**src/rtl/cube_pkg.sv**
```systemverilog
// cube_pkg: shared widths, FSM encodings and phase selectors for the cube unit
package cube_pkg;
  localparam int IN_W = 8;
  localparam int OUT_W = 24;
  typedef enum logic [2:0] {IDLE, MUL_START, MUL_GAP, MUL_WAIT, ACCUM} state_t;
  localparam logic [1:0] PHASE_SQ = 2'd0;
  localparam logic [1:0] PHASE_LO = 2'd1;
  localparam logic [1:0] PHASE_HI = 2'd2;
endpackage

```
**src/rtl/cube_mult.sv**
```systemverilog
// mult: 8x8 -> 16 shift-add multiplier, busy rises the cycle after start
module mult (
  input  logic        clk,
  input  logic        reset,
  input  logic        start,
  input  logic [7:0]  a,
  input  logic [7:0]  b,
  output logic        busy,
  output logic [15:0] product
);
  logic [15:0] mcand;
  logic [7:0]  mplier;
  logic [3:0]  cnt;
  // one partial product per cycle; product is final when busy drops
  always_ff @(posedge clk) begin
    if (reset) begin
      busy <= 1'b0;
      mcand <= '0;
      mplier <= '0;
      cnt <= '0;
      product <= '0;
    end else if (!busy) begin
      if (start) begin
        busy <= 1'b1;
        mcand <= {8'b0, a};
        mplier <= b;
        cnt <= 4'd8;
        product <= '0;
      end
    end else begin
      product <= mplier[0] ? product + mcand : product;
      mcand <= mcand << 1;
      mplier <= mplier >> 1;
      cnt <= cnt - 4'd1;
      busy <= cnt != 4'd1;
    end
  end
endmodule

```
**src/rtl/cube.sv**
```systemverilog
// cube: sequential a^3 via three passes through the shared 8x8 multiplier
module cube
  import cube_pkg::*;
(
  input  logic             clk,
  input  logic             reset,
  input  logic             start,
  input  logic [IN_W-1:0]  a,
  output logic             busy,
  output logic [OUT_W-1:0] result
);
  state_t state, state_n;
  logic [1:0]       phase;
  logic [IN_W-1:0]  x, mult_a, mult_b;
  logic [15:0]      sq, p, mult_p;
  logic [OUT_W-1:0] acc;
  logic             mult_start, mult_busy;
  mult u_mult (
    .clk(clk),
    .reset(reset),
    .start(mult_start),
    .a(mult_a),
    .b(mult_b),
    .busy(mult_busy),
    .product(mult_p)
  );
  assign busy = state != IDLE;
  // state register
  always_ff @(posedge clk) state <= reset ? IDLE : state_n;
  // next state: three multiply rounds, the gap lets mult busy become valid
  always_comb begin
    state_n = state;
    case (state)
      IDLE:      state_n = start ? MUL_START : IDLE;
      MUL_START: state_n = MUL_GAP;
      MUL_GAP:   state_n = MUL_WAIT;
      MUL_WAIT:  state_n = mult_busy ? MUL_WAIT : ACCUM;
      ACCUM:     state_n = phase == PHASE_HI ? IDLE : MUL_START;
      default:   state_n = IDLE;
    endcase
  end
  // datapath: x*x -> sq, then x*sq split into low and high byte products
  always_ff @(posedge clk) begin
    if (reset) begin
      phase <= PHASE_SQ;
      x <= '0;
      sq <= '0;
      p <= '0;
      acc <= '0;
      mult_a <= '0;
      mult_b <= '0;
      mult_start <= 1'b0;
      result <= '0;
    end else begin
      case (state)
        IDLE: if (start) begin
          x <= a;
          acc <= '0;
          phase <= PHASE_SQ;
        end
        MUL_START: begin
          mult_start <= 1'b1;
          mult_a <= x;
          mult_b <= phase == PHASE_SQ ? x : phase == PHASE_LO ? sq[7:0] : sq[15:8];
        end
        MUL_GAP: mult_start <= 1'b0;
        MUL_WAIT: if (!mult_busy) p <= mult_p;
        ACCUM: begin
          if (phase == PHASE_SQ) sq <= p;
          if (phase == PHASE_LO) acc <= acc + {8'b0, p};
          if (phase == PHASE_HI) result <= acc + {p, 8'b0};
          else phase <= phase + 2'd1;
        end
        default: mult_start <= 1'b0;
      endcase
    end
  end
endmodule
```
**config.mk**
```make
export PLATFORM = sky130hd
export DESIGN_NAME = cube
export DESIGN_NICKNAME = d
export VERILOG_FILES = /design/src/rtl/cube_pkg.sv /design/src/rtl/cube_mult.sv /design/src/rtl/cube.sv
export SDC_FILE = /design/constraint.sdc
export NUM_CORES = 1
export LEC_CHECK = 0
export CAP_MARGIN = 20
export CORE_MARGIN = 3
export CORE_UTILIZATION = 60
export CTS_CLUSTER_DIAMETER = 100
export DETAILED_ROUTE_END_ITERATION = 8
export PLACE_DENSITY = 0.86
export SETUP_SLACK_MARGIN = 0.15
export SLEW_MARGIN = 20
export SYNTH_ARGS = -nofsm -noshare
export SYNTH_HDL_FRONTEND = slang
export SYNTH_HIERARCHICAL = 1
export SYNTH_SLANG_ARGS = --single-unit
export TNS_END_PERCENT = 50
```
**constraint.sdc**
```tcl
create_clock -name clk -period 4.67 [get_ports clk]
set_clock_uncertainty 0.1 [all_clocks]
set_input_delay 0.467 -clock clk [delete_from_list [all_inputs] [get_ports clk]]
set_output_delay 0.467 -clock clk [all_outputs]
set_load 0.01 [all_outputs]
```
==> out/qor_table.md, run 1 <==
| Quantity | Value |
|---|---|
| IR drop worst, VDD | 0.000287 V |
| 1st-pass router iterations | 5 |
| Vias | 6931 |
| Final hold violation count | 0 |
| Logic gate share of total power | 0.059 |
| Largest cells by area after synthesis | dfxtp_1, nand2_1, a21oi_1 |
| Max Buffers Root-to-Sink | 2 |
| Total negative setup slack | 0 ns |
| Net switching fraction of the power | 0.248 |
| Number of primary I/O pins | 36 |
| First-pass GRT wire length | 30.9 mm |
| Number of register bits inferred by synthesis | 155 |
| End of the worst register-to-register path | acc[22] |
| Static leakage power | 3.51 nW |
| Clock power share | 0.447 |
| Average via count per standard cell | 5.92 |
| Net switching power | 0.681 mW |
| Launch point of the worst hold path | result[3] |
| Critical setup path kind | reg -> reg |
| Max Transition Viols Final | 0 |
| Proportion of layout cells with a drive suffix above 1 | 0.0511 |
| Root Buffer | clkbuf_16 |
| Placed cell area | 8430 um2 |
| Share of the yosys chip area belonging to registers | 0.387 |
| Number of max-cap violations | 0 |
| Max transition margin | 0.344 |
| Seq pwr share | 0.494 |
| Vert. Die Dim | 122 um |
| Fraction of synthesized cell area taken by the top area cell type | 0.387 |
| Die Wd | 122 um |
| Layout fillers | 1040 |
| Maximum number of pins on one net before global-route repair | 62 |
| Number of buffers created by CTS | 17 |
| Power density cells | 308 nW/um2 |
| Crit path arrival time | 3.16 ns |
| Clock latency of the later-clocked register in the worst-skew pair | 0.43 ns |
| Clock tree from TritonCTS | done |
| Final worst path period share | 0.619 |
| Detailed placer's ending HPWL | 13.0 mm |
| Total die area | 14800 um2 |
| Setup ws final | 1.78 ns |
| Synthesized netlist net count | 1039 |
| CTS-repair resized insts | 0 |
| Antenna Violating Nets Remaining | 0 |
| Worst slew pin tran | 0.980 ns |
| Routed wire length | 19.1 mm |
| Total congestion overflow | 0 |
| Min cycle time layout | 2.89 ns |
| Worst Setup End Kind | register |
| Setup slack at placement | 1.57 ns |
| Wirelength per Cell | 16.3 um |
| Ys Warns | 6 |
| Setup Viol. Count Final | 0 |
| Design area | 8940 um2 |
| Clock input transition at the sequential cells of the worst setup and hold paths | 0.06 ns |
| Starting density of the core | 0.625 |
| Highest fanout seen on the critical path | 8 |
| Number of cell instances on the worst register-to-register path | 9 |
| Cell with the most instances after synthesis | nand2_1 |
| Post-synth top area cell | dfxtp_1 |
| Mapped Avg Cell Area | 8.23 um2 |
| Sinks on Clock Net | 155 |
| Post-detailed-route DRC marker count | 0 |
| Number of violations reported at the end of detailed-routing iteration 0 | 583 |
| Fraction of registers with async set or reset after synthesis | 0 |
| RR Startpoint | p[0] |
| Nets | 1051 |
| Cts hold-fix bufs | 0 |
| GRT Resource Usage Total | 0.262 |
| Worst Hold Path EP | result[3] |
| Floorplan core area | 12800 um2 |
| Number of synthesized flops with an enable pin | 0 |
| Achievable Freq | 0.346 GHz |
| # diodes | 0 |
| Sort of element at the start of the critical path | register |
| Number of buffers inserted by post-CTS setup repair | 0 |
| RSZ-0062 raised after global routing | false |
| Crit path required time | 4.94 ns |
| Cells after synthesis | 974 |
| Number of global-route vias before repair | 6366 |
| Primary FF master, synth | dfxtp_1 |
| Post-synthesis cell type count | 69 |
| Cell count of the worst hold path | 2 |
| Final weighted congestion of routability-driven global placement | 0.918 |
| Area of the mapped netlist | 8010 um2 |
| Antenna violations before repair | 0 |
| Run status | completed |
| Register-to-register path setup slack | 1.78 ns |
| Path type of the worst min-delay path | reg -> reg |
| Post-synthesis to final-layout area growth | 11.6% |
| Count of buffers from port buffering | 35 |
| Final core area utilization | 0.697 |
| H-tree levels | 4 |
| Internal Power | 2.07 mW |
| Top cells by count, synth | nand2_1, dfxtp_1, a21oi_1 |
| Placement Rows | 41 |
worst max-delay path, cell delays in order, from the launching register on:
cell and delay (ns):
dfxtp_1 0.35, ha_1 0.25, fa_1 0.43, a211oi_1 0.26, o21bai_1 0.13, a21oi_2 0.24, o32ai_2 0.17, a211oi_2 0.53
o21ai_0 0.22, a21oi_1 0.15
how the worst max path moves through the flow:
stage | startpoint | to | slack (ns)
6_report | p[0] | acc[22] | 1.78
5_1_grt | p[0] | acc[22] | 1.58
4_1_cts | p[0] | acc[22] | 1.84
3_5_place_dp | start | acc[22] | 1.57
3_3_place_gp | start | acc[22] | 1.68
2_1_floorplan | p[0] | acc[16] | 2.24
power groups by stage:
| stage | Clock (mW) | Sequential, mW | Combinational, mW |
|---|---|---|---|
| after floorplan | 0 | 1.38 | 0.122 |
| after global placement | 0 | 1.39 | 0.157 |
| after detailed placement | 0 | 1.39 | 0.160 |
| after CTS | 1.24 | 1.36 | 0.161 |
| after global routing | 1.31 | 1.36 | 0.179 |
| final | 1.23 | 1.36 | 0.162 |
state kept, by name, summed over array words and instances (netlist names):
| name | flops |
|---|---|
| acc | 24 |
| u_mult/cnt | 4 |
| mult_a | 8 |
| u_mult/mcand | 16 |
| mult_b | 8 |
| sq | 16 |
| p | 16 |
| u_mult/product | 16 |
| phase | 2 |
| mult_start | 1 |
| x | 8 |
| u_mult/busy | 1 |
| state | 3 |
| result | 24 |
| u_mult/mplier | 8 |
kinds of logic after synthesis:
| kind of cell | Yosys count | synth area share |
|---|---|---|
| flip-flops | 155 | 0.387 |
| multiplexers | 26 | 0.0325 |
| adder cells (fa/ha/maj) | 54 | 0.0871 |
| AND/OR/NAND/NOR | 352 | 0.193 |
| AO/OA/AOI/OAI | 282 | 0.225 |
| XOR/XNOR | 39 | 0.0426 |
| buffers and inverters | 66 | 0.0323 |
placed cells by master, fill, tap and decap left out, types with 4 or more instances in the layout:
cell and n:
o21ai_0 35, a21oi_1 132, clkbuf_16 17, nand3_1 10, xnor2_1 24, dfxtp_1 154, a211oi_1 12, a21o_1 17
clkbuf_1 5, xor2_1 15, nor2b_1 7, nor2_1 88, buf_4 6, nor3_1 11, mux2i_1 26, inv_1 19
a22oi_1 12, ha_1 51, a31oi_1 8, nand4_1 4, o21a_1 5, or3_1 7, nand2_1 184, a22o_1 17
and3_1 6, and2_1 5, nor3b_1 10, clkdlybuf4s50_1 34, o21bai_1 6
area by class of cell:
class | instances | area (um2) | area share
repair buffers | 40 | 385 | 0.0431
clock buffers | 22 | 444 | 0.0497
inverters | 19 | 71.3 | 0.00797
multi-input cells | 753 | 4660 | 0.521
well taps | 172 | 215 | 0.0241
clock inverters | 9 | 67.6 | 0.00755
flip-flops and latches | 155 | 3100 | 0.347
layer usage:
metal | GRT usage | share of wire
met1 | 0.365 | 0.47
met2 | 0.394 | 0.45
met3 | 0.0529 | 0.051
met4 | 0.121 | 0.029
met5 | 0 | 0
per-stage QoR:
step | power [mW] | hold slack [ns] | std cells
global placement | 1.54 | 0.340 | 1139
detailed placement | 1.55 | 0.346 | 1139
CTS | 2.76 | 0.354 | 1170
floorplan | 1.50 | 0.336 | 974
finish | 2.75 | 0.351 | 1170
global route | 2.84 | 0.368 | 1170
Note: power is estimated with default switching activity, not from simulation.
==> run 2: changes to the inputs <==
==> constraint.sdc (replaced) <==
create_clock -name clk -period 2.8 [get_ports clk]
set_clock_uncertainty 0.1 [all_clocks]
set_input_delay 0.28 -clock clk [delete_from_list [all_inputs] [get_ports clk]]
set_output_delay 0.28 -clock clk [all_outputs]
set_load 0.01 [all_outputs]
==> run 2 against run 1 <==
Compared with the run above:
- worst setup slack lost 1.5 ns
- cell count rose by 1.1%
- combinational power increased by 63%
- utilization increased by 1.8 points
- critical path depth did not move
- sequential share of layout area decreased by 0.86 points
- wire length grew 1.6%
- register-to-register slack got worse by 1.5 ns
- via count grew 1.4%
- largest cell class unchanged
- die area unchanged
==> out/qor_table.md, run 2 (synthesis gave the netlist of run 1 again) <==
| Quantity | Value | Change |
|---|---|---|
| Run status | completed |  |
| Post-detailed-route DRC marker count | 0 | unchanged |
| Setup Viol. Count Final | 0 | unchanged |
| Die Wd | 122 um | unchanged |
| Number of buffers created by CTS | 17 | unchanged |
| Min cycle time layout | 2.55 ns | -0.341 ns |
| Worst Setup End Kind | register |  |
| Antenna violations before repair | 0 | unchanged |
| Number of violations reported at the end of detailed-routing iteration 0 | 546 | -6.3% |
| Most frequent standard cell in the layout excluding fill and tap cells | nand2_1 |  |
| Static leakage power | 3.62 nW | +3.1% |
| IR drop worst, VDD | 0.000479 V | +67% |
| Sequential Area | 3110 um2 | about the same |
| 1st-pass router iterations | 5 | unchanged |
| GRT Resource Usage Total | 0.272 | +0.00985 |
| Detailed placer's ending HPWL | 13.1 mm | +0.77% |
| Area of the multi-input gates | 4700 um2 | +0.83% |
| Worst Hold Path EP | u_mult/cnt[0] |  |
| Final worst path period share | 0.910 | +0.292 |
| Design area | 9180 um2 | +2.6% |
| Power density cells | 536 nW/um2 | +74% |
| Number of global-route vias before repair | 6473 | +1.7% |
| Library cell contributing the largest single delay on the critical path | fa_1 |  |
| Cell total after placement | 1149 | +0.88% |
| Vert. Die Dim | 122 um | unchanged |
| Final hold violation count | 0 | unchanged |
| Vias | 7028 | +1.4% |
| Routed wire length | 19.4 mm | +1.6% |
| Leading cell types in the layout, fill and taps excluded | nand2_1, dfxtp_1, a21oi_1, nor2_1, ha_1 |  |
| Achievable Freq | 0.392 GHz | +13% |
| Cell count of the worst hold path | 2 | unchanged |
| Nets | 1063 | +1.1% |
| Critical path cell sequence | ha_1, fa_1, a21o_1, a21oi_2, o211ai_1, a41oi_2, and3b_1, nand2_1, o211ai_1 |  |
| Max transition margin | 0.383 | +0.0394 |
| Proportion of layout cells with a drive suffix above 1 | 0.0722 | +0.0211 |
| Final weighted congestion of routability-driven global placement | 0.960 | +4.6% |
| Clock input transition at the sequential cells of the worst setup and hold paths | 0.07 ns | about the same |
| Total congestion overflow | 0 | unchanged |
| Internal Power | 3.74 mW | +81% |
| Clock latency of the later-clocked register in the worst-skew pair | 0.43 ns | about the same |
| Number of primary I/O pins | 36 | unchanged |
| Critical setup path kind | reg -> reg |  |
| Crit path arrival time | 2.76 ns | -0.40 ns |
| Clock tree from TritonCTS | done |  |
| Placed cell area | 8520 um2 | +1.0% |
| Total die area | 14800 um2 | unchanged |
| Floorplan core area | 12800 um2 | unchanged |
| First-pass GRT wire length | 32.1 mm | +4.1% |
| Max Transition Viols Final | 0 | unchanged |
| Max Buffers Root-to-Sink | 2 | unchanged |
| Sort of element at the start of the critical path | register |  |
| Number of cell instances on the worst register-to-register path | 9 | unchanged |
| Path type of the worst min-delay path | in -> reg |  |
| End of the worst register-to-register path | result[22] |  |
| RR Startpoint | p[0] |  |
| Number of max-cap violations | 0 | unchanged |
| Net switching power | 1.17 mW | +72% |
| Total negative setup slack | 0 ns | unchanged |
| Clock power share | 0.482 | +0.035 |
| Worst hold slack after final layout | 0.163 ns | -0.188 ns |
| Antenna Violating Nets Remaining | 0 | unchanged |
| Layout fillers | 1001 | -3.8% |
| # diodes | 0 | unchanged |
| Launch point of the worst hold path | reset |  |
| Highest fanout seen on the critical path | 4 | -4 |
| Average via count per standard cell | 5.94 | +0.29% |
| Placement Rows | 41 | unchanged |
| RSZ-0062 raised after global routing | true |  |
| Wirelength per Cell | 16.4 um | +0.46% |
| Seq pwr share | 0.464 | -0.030 |
| Crit path required time | 3.01 ns | -1.93 ns |
| Crit-path leading delay family | compound AO/OA/AOI/OAI gates |  |
| Total power | 4.92 mW | +79% |
| Starting density of the core | 0.625 | unchanged |
| Worst slew pin tran | 0.921 ns | -0.0589 ns |
| Cell repeated most along the worst path | o211ai_1 |  |
| Post-layout instance count excluding filler cells | 1183 | +1.1% |
| Net switching fraction of the power | 0.238 | -0.00918 |
| Number of buffers and inverters on the critical path | 0 | unchanged |
| Register-to-register path setup slack | 0.25 ns | -1.53 ns |
| Logic gate share of total power | 0.054 | -0.005 |
| Post-synthesis to final-layout area growth | 14.5% |  |
| Cts hold-fix bufs | 0 | unchanged |
| Maximum number of pins on one net before global-route repair | 72 | +16% |
| H-tree levels | 4 | unchanged |
| Count of buffers from port buffering | 35 | unchanged |
| Sinks on Clock Net | 155 | unchanged |
| Highest cell delay on the worst timing path | 0.44 ns | -0.09 ns |
| Top Registers | acc (24), result (24) |  |
| Root Buffer | clkbuf_16 |  |
[run 2: changes by cell type in the layout (fill, tap and decap cells not counted), moves of 2 or more]
cell,change
inv_6,+2
a211oi_2,+2
clkbuf_1,-2
bufinv_16,+3
a211oi_1,-2
buf_4,+11
[run 2: power groups by stage]
stage / clock [mW] / combinational (mW) / sequential [mW]
4_1_cts: 2.39 / 0.263 / 2.28
5_1_grt: 2.48 / 0.295 / 2.29
3_5_place_dp: 0 / 0.260 / 2.33
2_1_floorplan: 0 / 0.203 / 2.30
6_report: 2.37 / 0.264 / 2.28
3_3_place_gp: 0 / 0.256 / 2.33
[run 2: cell type report]
type,count,share of cell area
clock buffers,20,0.0476
clock inverters,12,0.0177
inverters,19,0.00777
multi-input cells,753,0.512
flip-flops and latches,155,0.338
well taps,172,0.0235
repair buffers,52,0.0532
[run 2: stage by stage]
| step | worst slack [ns] | util |
|---|---|---|
| floorplan | 0.368 | - |
| global placement | 0.196 | 0.664 |
| detailed placement | 0.0702 | 0.664 |
| CTS | 0.186 | 0.711 |
| global route | 0.0995 | 0.715 |
| finish | 0.251 | 0.715 |
[run 2: worst max-delay path by stage]
stage | from | to | cells past startpoint
final | p[0] | result[22] | 9
after global routing | p[2] | acc[17] | 8
after CTS | p[0] | result[22] | 9
after detailed placement | p[0] | acc[22] | 9
after global placement | p[0] | acc[20] | 9
after floorplan | p[0] | acc[16] | 9
[run 2: per-layer routing]
layer / wire length, um / part of all wire / GRT usage / vias to the layer above
met3: 1100 / 0.057 / 0.0455 / 40
met4: 444 / 0.023 / 0.119 / 0
met2: 8830 / 0.46 / 0.420 / 230
met1: 9000 / 0.46 / 0.378 / 3272
li1: - / - / - / 3486
met5: 0 / 0 / 0 / -
[run 2: timing repair]
action                     4_1_cts  5_1_grt
setup endpoints to repair        4       17
pin swaps                        1        2
setup buffers                    1        1
gates resized for setup          0        9
==> run 3: changes to the inputs <==
--- a/config.mk
+++ b/config.mk
@@ -5,6 +5,7 @@
 export SDC_FILE = /design/constraint.sdc
 export NUM_CORES = 1
 export LEC_CHECK = 0
+export ABC_CLOCK_PERIOD_IN_PS = 2800
 export CAP_MARGIN = 20
 export CORE_MARGIN = 3
 export CORE_UTILIZATION = 60
==> results of run 3 <==
Same layout as run 2: the final DEF is identical, and so are final timing and power.
